===== src/rtl/if_stage_pkg.sv =====
// Shared constants for the instruction-fetch stage.
//   WORD_W       : data/address word width
//   NOP_WORD_DEF : default instruction word used for IF/ID bubbles
//   RESET_PC_DEF : default word address loaded into the PC on reset
//   IMEM_IDX_W   : number of imem_addr bits the instruction memory decodes
package if_stage_pkg;

    localparam int          WORD_W       = 32;
    localparam logic [31:0] NOP_WORD_DEF = 32'h0000_0000;
    localparam logic [31:0] RESET_PC_DEF = 32'h0000_0000;
    localparam int          IMEM_IDX_W   = 7;

    // Sequential word-address increment. The 32-bit result drops the carry,
    // so 32'hFFFF_FFFF wraps to 32'h0000_0000.
    function automatic logic [WORD_W-1:0] pc_inc(input logic [WORD_W-1:0] pc);
        return pc + 32'd1;
    endfunction

endpackage


===== src/rtl/if_stage_if_id_latch.sv =====
// IF/ID pipeline register.
// Ports:
//   clk, rst        : rising-edge clock, synchronous active-high reset
//   stall           : hold all outputs
//   flush           : load a bubble; beats stall
//   instr_in, npc_in: fetched word and its PC+1, captured on loading edges
//   instr, npc      : registered instruction and next-PC
//   valid           : 1 when instr is a real fetched instruction
//   load            : combinational, high when the next edge captures instr_in
// Control contract: rst beats flush, flush beats stall, and only an edge
// with rst, flush and stall all low captures new contents.
module if_id_latch
    import if_stage_pkg::*;
#(
    parameter logic [31:0] NOP_WORD = NOP_WORD_DEF
) (
    input  logic              clk,
    input  logic              rst,
    input  logic              stall,
    input  logic              flush,
    input  logic [WORD_W-1:0] instr_in,
    input  logic [WORD_W-1:0] npc_in,
    output logic [WORD_W-1:0] instr,
    output logic [WORD_W-1:0] npc,
    output logic              valid,
    output logic              load
);

    assign load = !rst && !flush && !stall;

    always_ff @(posedge clk) begin
        if (rst || flush) begin
            instr <= NOP_WORD;
            npc   <= '0;
            valid <= 1'b0;
        end else if (!stall) begin
            instr <= instr_in;
            npc   <= npc_in;
            valid <= 1'b1;
        end
    end

endmodule


===== src/rtl/if_stage.sv =====
// Instruction-fetch stage: PC register, IF/ID register and fetch counter.
// The instruction memory sits outside this block; it sees imem_addr and
// returns imem_data in the same cycle.
// Ports:
//   clk, rst      : rising-edge clock, synchronous active-high reset
//   stall         : freezes PC and IF/ID
//   flush         : squashes the instruction being latched into IF/ID
//   pc_src        : redirect; next PC = branch_target (wins over stall)
//   branch_target : redirect word address
//   imem_addr     : word address to instruction memory (equals the PC)
//   imem_data     : instruction word for imem_addr
//   if_id_instr   : registered instruction for decode
//   if_id_npc     : registered PC+1 of that instruction
//   if_id_valid   : registered, 1 = real fetched instruction
//   fetch_count   : number of instructions accepted into IF/ID
module if_stage
    import if_stage_pkg::*;
#(
    parameter logic [31:0] RESET_PC = RESET_PC_DEF,
    parameter logic [31:0] NOP_WORD = NOP_WORD_DEF
) (
    input  logic              clk,
    input  logic              rst,
    input  logic              stall,
    input  logic              flush,
    input  logic              pc_src,
    input  logic [WORD_W-1:0] branch_target,
    output logic [WORD_W-1:0] imem_addr,
    input  logic [WORD_W-1:0] imem_data,
    output logic [WORD_W-1:0] if_id_instr,
    output logic [WORD_W-1:0] if_id_npc,
    output logic              if_id_valid,
    output logic [WORD_W-1:0] fetch_count
);

    logic [WORD_W-1:0] pc;
    logic [WORD_W-1:0] pc_plus1;
    logic              if_id_load;

    assign pc_plus1  = pc_inc(pc);
    assign imem_addr = pc;

    // A redirect is honoured even while stalled so it can never be lost;
    // flushing IF/ID on a redirect is the caller's job, not done here.
    always_ff @(posedge clk) begin
        if (rst) begin
            pc <= RESET_PC;
        end else if (pc_src) begin
            pc <= branch_target;
        end else if (!stall) begin
            pc <= pc_plus1;
        end
    end

    if_id_latch #(
        .NOP_WORD (NOP_WORD)
    ) u_if_id_latch (
        .clk      (clk),
        .rst      (rst),
        .stall    (stall),
        .flush    (flush),
        .instr_in (imem_data),
        .npc_in   (pc_plus1),
        .instr    (if_id_instr),
        .npc      (if_id_npc),
        .valid    (if_id_valid),
        .load     (if_id_load)
    );

    // Counts exactly the edges on which IF/ID captures a new instruction.
    always_ff @(posedge clk) begin
        if (rst) begin
            fetch_count <= '0;
        end else if (if_id_load) begin
            fetch_count <= fetch_count + 32'd1;
        end
    end

endmodule


===== config.mk =====
export PLATFORM = sky130hd
export DESIGN_NAME = if_stage
export DESIGN_NICKNAME = d
export VERILOG_FILES = /design/src/rtl/if_stage_pkg.sv /design/src/rtl/if_stage_if_id_latch.sv /design/src/rtl/if_stage.sv
export SDC_FILE = /design/constraint.sdc
export NUM_CORES = 1
export LEC_CHECK = 0
export CORE_MARGIN = 2
export CORE_UTILIZATION = 45
export CTS_CLUSTER_DIAMETER = 60
export CTS_CLUSTER_SIZE = 28
export DETAILED_ROUTE_END_ITERATION = 6
export DONT_BUFFER_PORTS = 1
export PLACE_DENSITY_LB_ADDON = 0.1
export SLEW_MARGIN = 15
export SYNTH_ARGS = -nofsm -noshare
export SYNTH_HDL_FRONTEND = slang
export SYNTH_SLANG_ARGS = --single-unit

===== constraint.sdc =====
create_clock -name clk -period 2.3 [get_ports clk]
set_input_delay 0.46 -clock clk [delete_from_list [all_inputs] [get_ports clk]]
set_output_delay 0.46 -clock clk [all_outputs]
set_load 0.01 [all_outputs]

# Yosys cells after proc, flatten, opt, wreduce, memory -nomap -nowiden
# Index checks and enable logic that the tools add are counted.
# W data, S select, Z words.
# word_totals
reg_bits	129
elab_cells	16
inputBits	69
output_inout_bits	129
# classes
reduce_logical	6
n_mux	2
add_sub_neg	2
eq_ne	1
# ops
op	n
$add A32 B1 Y32 const B	2
$mux W32	2
$logic_not A1 Y1	3
$logic_and A1 B1 Y1	2
$ne A2 B1 Y1 const B	1
$logic_or A1 B1 Y1	1

# Depth between registers and ports, before layout
# Gate-level depths: netlist of run 1.
# depth
word_depth	3
mapped_depth	7
depth_no_buf	5

# Hierarchy
# From an unflattened synthesis of run 1, not the netlist that was laid out.
# hier_totals
hier_cells	717
area_unflattened_um2	6417.4
# modules_own_cells
module	area_per_inst_um2	instances	seq_area_each_um2	cells_each
if_stage	4031.4	1	1281.2	505
if_id_latch	2386.0	1	1301.2	212

# Worst setup path before layout of run 1
# OpenSTA, ideal clock, no wires.
# synth_timing
path_kind	reg2reg
from	register pc[0] (netlist: imem_addr[0])
to	register pc[16] (netlist: imem_addr[16])
path_stages_with_launch	6
period_less_slack_ps	2077
t_required_ps	2181
t_arrival_ps	1958
setup_ps	119
path_buffers	0
path_slack_ps	223
path_cell_list	dfxtp_1 -> ha_1 -> nand3_1 -> nor4_2 -> a21boi_0 -> o221a_2
# synth_between
elab_chain_len	3
# synth_rtl
item	line_no	rtl
from (decl)	if_stage.sv:36	logic [WORD_W-1:0] pc;
from (signal assigned)	if_stage.sv:49	pc <= branch_target;
from (signal assigned)	if_stage.sv:51	pc <= pc_plus1;
$add A32 B1 Y32	if_stage_pkg.sv:16	return pc + 32'd1;
$mux W32	if_stage.sv:50	end else if (!stall) begin
$mux W32	if_stage.sv:48	end else if (pc_src) begin
# No other way between the ends. The select of a mux whose other input is x is not followed.
# A chain may end at the register's enable or synchronous reset.

# Worst setup path in the final report of run 1
# layout_timing
from	register pc[0] (netlist: imem_addr[0])
to	register pc[26] (netlist: imem_addr[26])
# The elaborated chain is that of the path after synthesis.

==> flow_summary.toml, run 1 <==
[status]
status = "finished, final reports clean"

[setup_path]
worstPathArrival_ns = 2.36
critPathKind = "register to register"
crit_fanout = 7
cp.required_ns = 2.60
cp-start-kind = "register"
worstSetupEndpointType = "register"

[finish]
area_growth_pct = 14.7
ff_latch_area_mm2 = 0.00258
final_cell_count_no_fill = 967
layout.nets = 845
multiInputGateArea_mm2 = 0.00350
fillCellCount = 1283
final_core_util = 0.531
layout-drive-gt1-share = 0.139
diodes = 0

[die]
die_area_mm2 = 0.0153
initial_utilization = 0.463
core-area_mm2 = 0.0139
ios = 198
fp.dieH_um = 124
die_w_um = 124
rows = 43

[synthesis]
synthFlopType = "dfxtp_1"
synth_sequential_area_ratio = 0.400
synth-edff-count = 0
synth_area_leaders = "dfxtp_1, mux2i_1, nor2_1, o21ai_0, xnor2_1"
synthArstFlopShare = 0
syn_nets = 838
yosysTopAreaCell = "dfxtp_1"
avgSynthCellArea_um2 = 8.41
syn-cell-area_mm2 = 0.00645
synth.yosys.warnings = 0
ys_types = 59
synth_top_area_frac = 0.400
synth_cells = 767
ys_seq_elements = 129

[timing]
tightestPinTransition_ns = 0.875
final_max_slew_viol_count = 0
fin_skew_ns = 0.00506
layout_min_cycle_time_ns = 2.07
slew_headroom = 0.417
max_freq_ghz = 0.484
rsz0062_at_grt = "no"
report.final.setup_viol = 0
whs_ns = 0.104
finalCritPeriodShare = 0.898
finalSetupTns_ns = 0
finalHoldViolCount = 0

[route]
routedWlPerCell_um = 19.8
drt_first_pass_iters = 5
vias_per_cell = 6.19
drtAntennaViolNets = 0
routed-via-count = 5990
drtIter0Drc = 411
drc = 0
wirelength_um = 19200

[clocking]
path_clk_slew_ns = 0.06
cts_max_level = 4
post_cts_buffers = 0
cts.sinks = 129
insertion_delay_ns = 0.42
clock_path_buffers = 2
ctsHoldBuffers = 0
cts_tree = "built"
cts_root_buf = "clkbuf_16"
numCtsBuffers = 17
cts_resized = 0

[power]
leakage_uw = 0.00257
finalPower_uw = 5450
peakVddDrop_mv = 0.471
powerDensity_mw_per_mm2 = 737

[global_route]
grt_max_degree = 89
antenna_found_initial = 0
overflow = 0
grt_pass1_vias = 5667
track_usage = 0.249
grt_pass1_wl_um = 29600

[placement]
portBuffers = 0
gp_congestion = 0.872
placedCellCount = 935
hpwl_um = 13400

[hold_path]
hold_path.class = "primary input to register"

[flow_run]
drv_cap = 0
cells by family (layout without fill, tap and decap cells):
group | Yosys count | after routing | synth area share
xor+xnor | 31 | 31 | 0.0421
compound gates | 163 | 163 | 0.165
fa+ha+maj | 2 | 2 | 0.00388
buf+inv | 88 | 108 | 0.0570
flops | 129 | 129 | 0.400
mux | 34 | 34 | 0.0531
simple gates | 320 | 320 | 0.279
final timing paths:
path	cells past startpoint	to	slack (ns)	start
max	6	imem_addr[26]$_SDFFE_PP0P_	0.23	imem_addr[0]$_SDFFE_PP0P_
max reg2reg	6	imem_addr[26]$_SDFFE_PP0P_	0.23	imem_addr[0]$_SDFFE_PP0P_
min reg2reg	2	u_if_id_latch.npc[4]$_SDFFE_PP0N_	0.51	u_if_id_latch.npc[4]$_SDFFE_PP0N_
min	1	fetch_count[0]$_SDFFE_PP0P_	0.10	rst
per-stage QoR:
step / cell area, um2 / worst slack (ns)
after floorplan: 6450 / 0.223
after global placement: 6830 / 0.264
after detailed placement: 6830 / 0.250
after CTS: 7400 / 0.247
after global routing: 7400 / 0.0435
final: 7400 / 0.234
power by group:
part	internal (uW)	switching, uW
Clock	1520	1120
Combinational	163	211
Sequential	2320	124
layer usage:
layer	wire, um	part of all wire	vias up	track usage
li1	-	-	2879	-
met1	8200	0.43	2860	0.313
met2	8880	0.46	229	0.394
met3	1790	0.093	22	0.0861
met4	293	0.015	0	0.0902
met5	0	0	-	0
registers in the layout, indices dropped and copies added (netlist names):
signal	flops
imem_addr	32
fetch_count	32
u_if_id_latch.valid	1
u_if_id_latch.npc	32
u_if_id_latch.instr	32
layout by cell type (no fill, tap or decap), types with 3 or more instances in the layout:
cell type  count
o31ai_1       17
nor2b_1        5
nand3_1       24
a211oi_1      21
nand2_1       36
or3_1         17
buf_4         54
or2_2          5
clkbuf_16     17
a21oi_1       39
a311oi_1      13
nor2_1        79
xnor2_1       24
nand4b_1       5
nand4_1       28
inv_6          7
clkinv_4       3
nor4_1        19
o21ai_0       43
xor2_1         7
or4_1         19
dfxtp_1      129
nor3_1        36
and4_1        22
inv_1         19
mux2i_1       32
and3_1         6
a2111oi_0      8
nand4_2        3
a31oi_1        6
worst max-delay path: stages, from the launching register on:
cell and delay, ns:
dfxtp_1 0.47, ha_1 0.33, nand3_1 0.13, buf_4 0.18, nor4_1 0.33, a211oi_1 0.13
a2111oi_0 0.38
cell type report:
| cell class | instances | area share |
|---|---|---|
| multi-input combinational | 550 | 0.473 |
| inverter | 20 | 0.0101 |
| timing repair buffer | 56 | 0.0602 |
| sequential | 129 | 0.349 |
| tap | 180 | 0.0304 |
| clock buffer | 17 | 0.0575 |
| clock inverter | 15 | 0.0198 |
cells in the mapped netlist, drive strengths merged, types with 5 or more instances:
| cell type | n |
|---|---|
| buf | 22 |
| nor2 | 79 |
| o21ai | 43 |
| nand3 | 25 |
| nor3 | 36 |
| nor2b | 5 |
| or3 | 18 |
| dfxtp | 129 |
| mux2i | 32 |
| and4 | 22 |
| or4 | 20 |
| nand4b | 5 |
| xnor2 | 24 |
| nand4 | 31 |
| o31ai | 17 |
| nor4 | 21 |
| a211oi | 21 |
| clkbuf | 46 |
| a31oi | 6 |
| or2 | 5 |
| inv | 19 |
| and3 | 6 |
| nand2 | 37 |
| a21oi | 39 |
| a311oi | 13 |
| a2111oi | 8 |
| xor2 | 7 |
Power figures use the tool's default switching activity.
==> run 2, diff against run 1 <==
--- a/config.mk
+++ b/config.mk
@@ -6,12 +6,13 @@
 export NUM_CORES = 1
 export LEC_CHECK = 0
 export CORE_MARGIN = 2
-export CORE_UTILIZATION = 45
+export CORE_UTILIZATION = 35
 export CTS_CLUSTER_DIAMETER = 60
 export CTS_CLUSTER_SIZE = 28
 export DETAILED_ROUTE_END_ITERATION = 6
 export DONT_BUFFER_PORTS = 1
 export PLACE_DENSITY_LB_ADDON = 0.1
+export RECOVER_POWER = 100
 export SLEW_MARGIN = 15
 export SYNTH_ARGS = -nofsm -noshare
 export SYNTH_HDL_FRONTEND = slang
==> flow_summary.toml, run 2 (synthesized netlist as in run 1, its figures left out) <==
[status]
status = "complete, but fails checks"
violations = "max-capacitance violations, max-slew violations"

[clocking]
post_cts_buffers = 0
ctsHoldBuffers = 0
path_clk_slew_ns = 0.06
cts_max_level = 4
cts_root_buf = "clkbuf_16"
insertion_delay_ns = 0.42
clock_path_buffers = 2
numCtsBuffers = 17
cts.sinks = 129
cts_resized = 0
cts_tree = "built"

[setup_path]
startpoint = "imem_addr[5]$_SDFFE_PP0P_"
worstPathArrival_ns = 2.50
crit_fanout = 7
reg2reg_from = "imem_addr[5]$_SDFFE_PP0P_"
slowest_stage = "nor4_1"
slowest_delay_ns = 0.55
cp-start-kind = "register"
reg2reg_setup_slack_ns = 0.11
cp.required_ns = 2.61
worstSetupEndpointType = "register"
rr_worst_depth = 5
crit_chain = "clkbuf_1, nand3_1, nor4_1, o22ai_1, or3_1"
critPathKind = "register to register"
r2r-end = "imem_addr[30]$_SDFFE_PP0P_"

[power]
finalPower_uw = 5550
powerDensity_mw_per_mm2 = 755
power_switching_uw = 1460
power_frac_seq = 0.440
intPower_uw = 4090
peakVddDrop_mv = 0.515
switching_share = 0.263
combPwrFrac = 0.064
leakage_uw = 0.00244
pwr-share-clk = 0.495

[route]
drtAntennaViolNets = 0
wirelength_um = 20600
routed-via-count = 6026
drt_first_pass_iters = 5
routedWlPerCell_um = 20.2
drc = 0
drtIter0Drc = 476
vias_per_cell = 5.88

[finish]
fillCellCount = 1870
final_cell_area_mm2 = 0.00735
area_growth_pct = 13.9
final_cell_mix = "dfxtp_1, nor2_1, o21ai_0, clkbuf_1, a21oi_1"
layout.nets = 853
diodes = 0
final_cell_count_no_fill = 1024
final_common_cell = "dfxtp_1"
layout-drive-gt1-share = 0.0893

[placement]
placedCellCount = 992
pre_cts_ws_ns = 0.147
gp_congestion = 0.865
portBuffers = 0
post_dp_cell_area_mm2 = 0.00694
hpwl_um = 14500

[timing]
finalCritPeriodShare = 0.953
rsz0062_at_grt = "no"
tightestPinTransition_ns = 1.57
finalSetupTns_ns = 0
finalHoldViolCount = 0
layout_min_cycle_time_ns = 2.19
final_max_slew_viol_count = 45
max_freq_ghz = 0.456
slew_headroom = -0.0458
setup_ws_ns = 0.107
report.final.setup_viol = 0
fin_skew_ns = 0.00970

[die]
fp.dieH_um = 140
die_area_mm2 = 0.0195
rows = 49
initial_utilization = 0.358
core-area_mm2 = 0.0180
ios = 198
die_w_um = 140

[global_route]
grt_pass1_vias = 5936
overflow = 0
grt_pass1_wl_um = 32600
antenna_found_initial = 0
track_usage = 0.208
grt_max_degree = 89

[hold_path]
holdPathEnd = "fetch_count[8]$_SDFFE_PP0P_"
worstHoldStart = "rst"
hold_path.class = "primary input to register"
worstHoldPathCells = 1

[flow_run]
drv_cap = 1
[run 2: cell count changes in the layout (fill, tap and decap cells not counted), moves of 2 or more]
cell,delta
clkbuf_1,+42
inv_6,+2
buf_12,-2
buf_4,-33
[run 2: critical path: cells and delay by family, from the launching register on]
| kind | cells | cell delay, ns |
|---|---|---|
| compound gates | 1 | 0.17 |
| flops | 1 | 0.47 |
| buf+inv | 1 | 0.39 |
| simple gates | 3 | 1.05 |
[run 2: per-layer routing]
layer | vias to the layer above | share of wire | global-route usage
met5 | - | 0 | 0
met4 | 0 | 0.021 | 0.0726
met3 | 28 | 0.085 | 0.0678
met2 | 250 | 0.47 | 0.333
met1 | 2852 | 0.43 | 0.264
li1 | 2896 | - | -
[run 2: worst max-delay path by stage]
| stage | slack (ns) | endpoint |
|---|---|---|
| after floorplan | 0.22 | imem_addr[16]$_SDFFE_PP0P_ |
| after global placement | 0.20 | fetch_count[13]$_SDFFE_PP0P_ |
| after detailed placement | 0.15 | fetch_count[27]$_SDFFE_PP0P_ |
| after CTS | 0.23 | fetch_count[27]$_SDFFE_PP0P_ |
| after global routing | 0.01 | imem_addr[17]$_SDFFE_PP0P_ |
| final | 0.11 | imem_addr[30]$_SDFFE_PP0P_ |
[run 2: power groups by stage]
stage	Sequential (uW)	Clock [uW]	Combinational (uW)
2_1_floorplan	2460	0	316
3_3_place_gp	2490	0	375
3_5_place_dp	2490	0	382
4_1_cts	2440	2820	383
5_1_grt	2450	2930	396
6_report	2440	2750	356
[run 2: area by class of cell]
type	instances	area, um2	share of cell area
well taps	229	287	0.0390
multi-input cells	550	3490	0.475
inverters	20	75.1	0.0102
clock inverters	15	169	0.0230
clock buffers	17	425	0.0579
repair buffers	64	320	0.0436
flip-flops and latches	129	2580	0.351
[run 2: stage by stage]
step           hold slack, ns   util
3_3_place_gp            0.512  0.385
5_1_grt                0.0815  0.408
6_report                0.115  0.408
2_1_floorplan           0.486      -
4_1_cts                0.0842  0.418
3_5_place_dp            0.518  0.385
==> run 3, diff against run 2 <==
--- a/config.mk
+++ b/config.mk
@@ -5,7 +5,7 @@
 export SDC_FILE = /design/constraint.sdc
 export NUM_CORES = 1
 export LEC_CHECK = 0
-export CORE_MARGIN = 2
+export CORE_ASPECT_RATIO = 0.6
 export CORE_UTILIZATION = 35
 export CTS_CLUSTER_DIAMETER = 60
 export CTS_CLUSTER_SIZE = 28
@@ -13,6 +13,7 @@
 export DONT_BUFFER_PORTS = 1
 export PLACE_DENSITY_LB_ADDON = 0.1
 export RECOVER_POWER = 100
+export SKIP_CTS_REPAIR_TIMING = 1
 export SLEW_MARGIN = 15
 export SYNTH_ARGS = -nofsm -noshare
 export SYNTH_HDL_FRONTEND = slang
==> flow_summary.toml, run 3 (synthesized netlist as in run 1, its figures left out) <==
[route]
drtAntennaViolNets = 0
routed-via-count = 6071
routedWlPerCell_um = 20.2
drt_first_pass_iters = 6
drc = 0
vias_per_cell = 5.89
wirelength_um = 20800
drtIter0Drc = 494

[die]
die_w_um = 177
rows = 38
initial_utilization = 0.357
ios = 198
core-area_mm2 = 0.0181
fp.dieH_um = 107
die_area_mm2 = 0.0190

[timing]
finalHoldViolCount = 0
tightestPinTransition_ns = 1.69
finalSetupTns_ns = 0
final_max_slew_viol_count = 45
max_freq_ghz = 0.452
finalCritPeriodShare = 0.962
fin_skew_ns = 0.0120
report.final.setup_viol = 0
layout_min_cycle_time_ns = 2.21
rsz0062_at_grt = "no"
slew_headroom = -0.129

[setup_path]
crit_buf_inv = 0
crit_chain = "nand2_2, or4_1, or4_1, a311oi_1"
slowest_stage = "or4_1"
worst_path_most_repeated_cell = "or4_1"
slowest_delay_ns = 0.72
worstPathArrival_ns = 2.53
cp-start-kind = "register"
crit_fanout = 12
worstSetupEndpointType = "register"
cpLargestDelayFamily = "simple AND/OR/NAND/NOR gates"
critPathKind = "register to register"
cp.required_ns = 2.62

[hold_path]
hold_path.class = "primary input to register"

[status]
violations = "max-capacitance violations, max-slew violations"
status = "complete, but fails checks"

[power]
leakage_uw = 0.00247
powerDensity_mw_per_mm2 = 750
finalPower_uw = 5540
peakVddDrop_mv = 0.497

[global_route]
grt_pass1_wl_um = 32000
grt_pass1_vias = 5529
grt_max_degree = 89
track_usage = 0.221
antenna_found_initial = 0
overflow = 0

[clocking]
cts_root_buf = "clkbuf_16"
path_clk_slew_ns = 0.07
cts_tree = "built"
cts_max_level = 4
clock_path_buffers = 2
insertion_delay_ns = 0.42
cts.sinks = 129
numCtsBuffers = 17

[finish]
diodes = 0
final_cell_mix = "dfxtp_1, nor2_1, o21ai_0, a21oi_1"
area_growth_pct = 14.5
final_common_cell = "dfxtp_1"
layout-drive-gt1-share = 0.102
fillCellCount = 1861
layout.nets = 849

[placement]
hpwl_um = 14900
portBuffers = 0
gp_congestion = 0.836

[flow_run]
drv_cap = 1
-- run 3: changes by cell type in the layout (fill, tap and decap cells not counted), sizes merged --
cell,before,now
clkinvlp,1,2
clkinv,4,3
bufinv,2,1
clkbuf,60,46
buf,21,32
-- run 3: routing by layer --
metal  track usage  share of wire
met1         0.324           0.50
met2         0.298           0.39
met3        0.0752          0.095
met4        0.0672          0.011
met5             0              0
-- run 3: worst paths after layout --
kind | end | from | cells past startpoint | slack (ns)
hold / removal | fetch_count[27]$_SDFFE_PP0P_ | rst | 1 | 0.11
hold reg to reg | u_if_id_latch.npc[1]$_SDFFE_PP0N_ | u_if_id_latch.npc[1]$_SDFFE_PP0N_ | 2 | 0.53
setup reg to reg | imem_addr[17]$_SDFFE_PP0P_ | imem_addr[0]$_SDFFE_PP0P_ | 4 | 0.09
setup / recovery | imem_addr[17]$_SDFFE_PP0P_ | imem_addr[0]$_SDFFE_PP0P_ | 4 | 0.09
-- run 3: cell type report --
cell class	count	area, um2	share of cell area
multi-input cells	550	3490	0.472
repair buffers	60	358	0.0484
clock inverters	14	145	0.0196
clock buffers	18	439	0.0594
inverters	20	75.1	0.0102
well taps	240	300	0.0406
flip-flops and latches	129	2580	0.350
-- run 3: report_power, final --
part | internal (uW) | leakage [uW] | switching (uW) | total [uW]
registers | 2320 | 0.00105 | 118 | 2430
clock network | 1560 | 0.000284 | 1170 | 2720
logic | 150 | 0.00113 | 235 | 385
total | 4030 | 0.00247 | 1520 | 5540
-- run 3: worst register-to-register path, delay by kind of cell (launching register included) --
kind,cells,cell delay (ns)
AND/OR/NAND/NOR,3,1.39
AO/OA/AOI/OAI,1,0.29
flip-flops,1,0.45
-- run 3: stage by stage --
step	hold WS, ns	setup WS, ns	utilization	area [um2]	std cells
after floorplan	0.486	0.223	-	6450	767
after global placement	0.516	0.251	0.383	6920	999
after detailed placement	0.518	0.221	0.383	6920	999
after CTS	0.0864	0.197	0.416	7510	1031
after global routing	0.0829	0.0306	0.409	7390	1031
final	0.109	0.0884	0.409	7390	1031
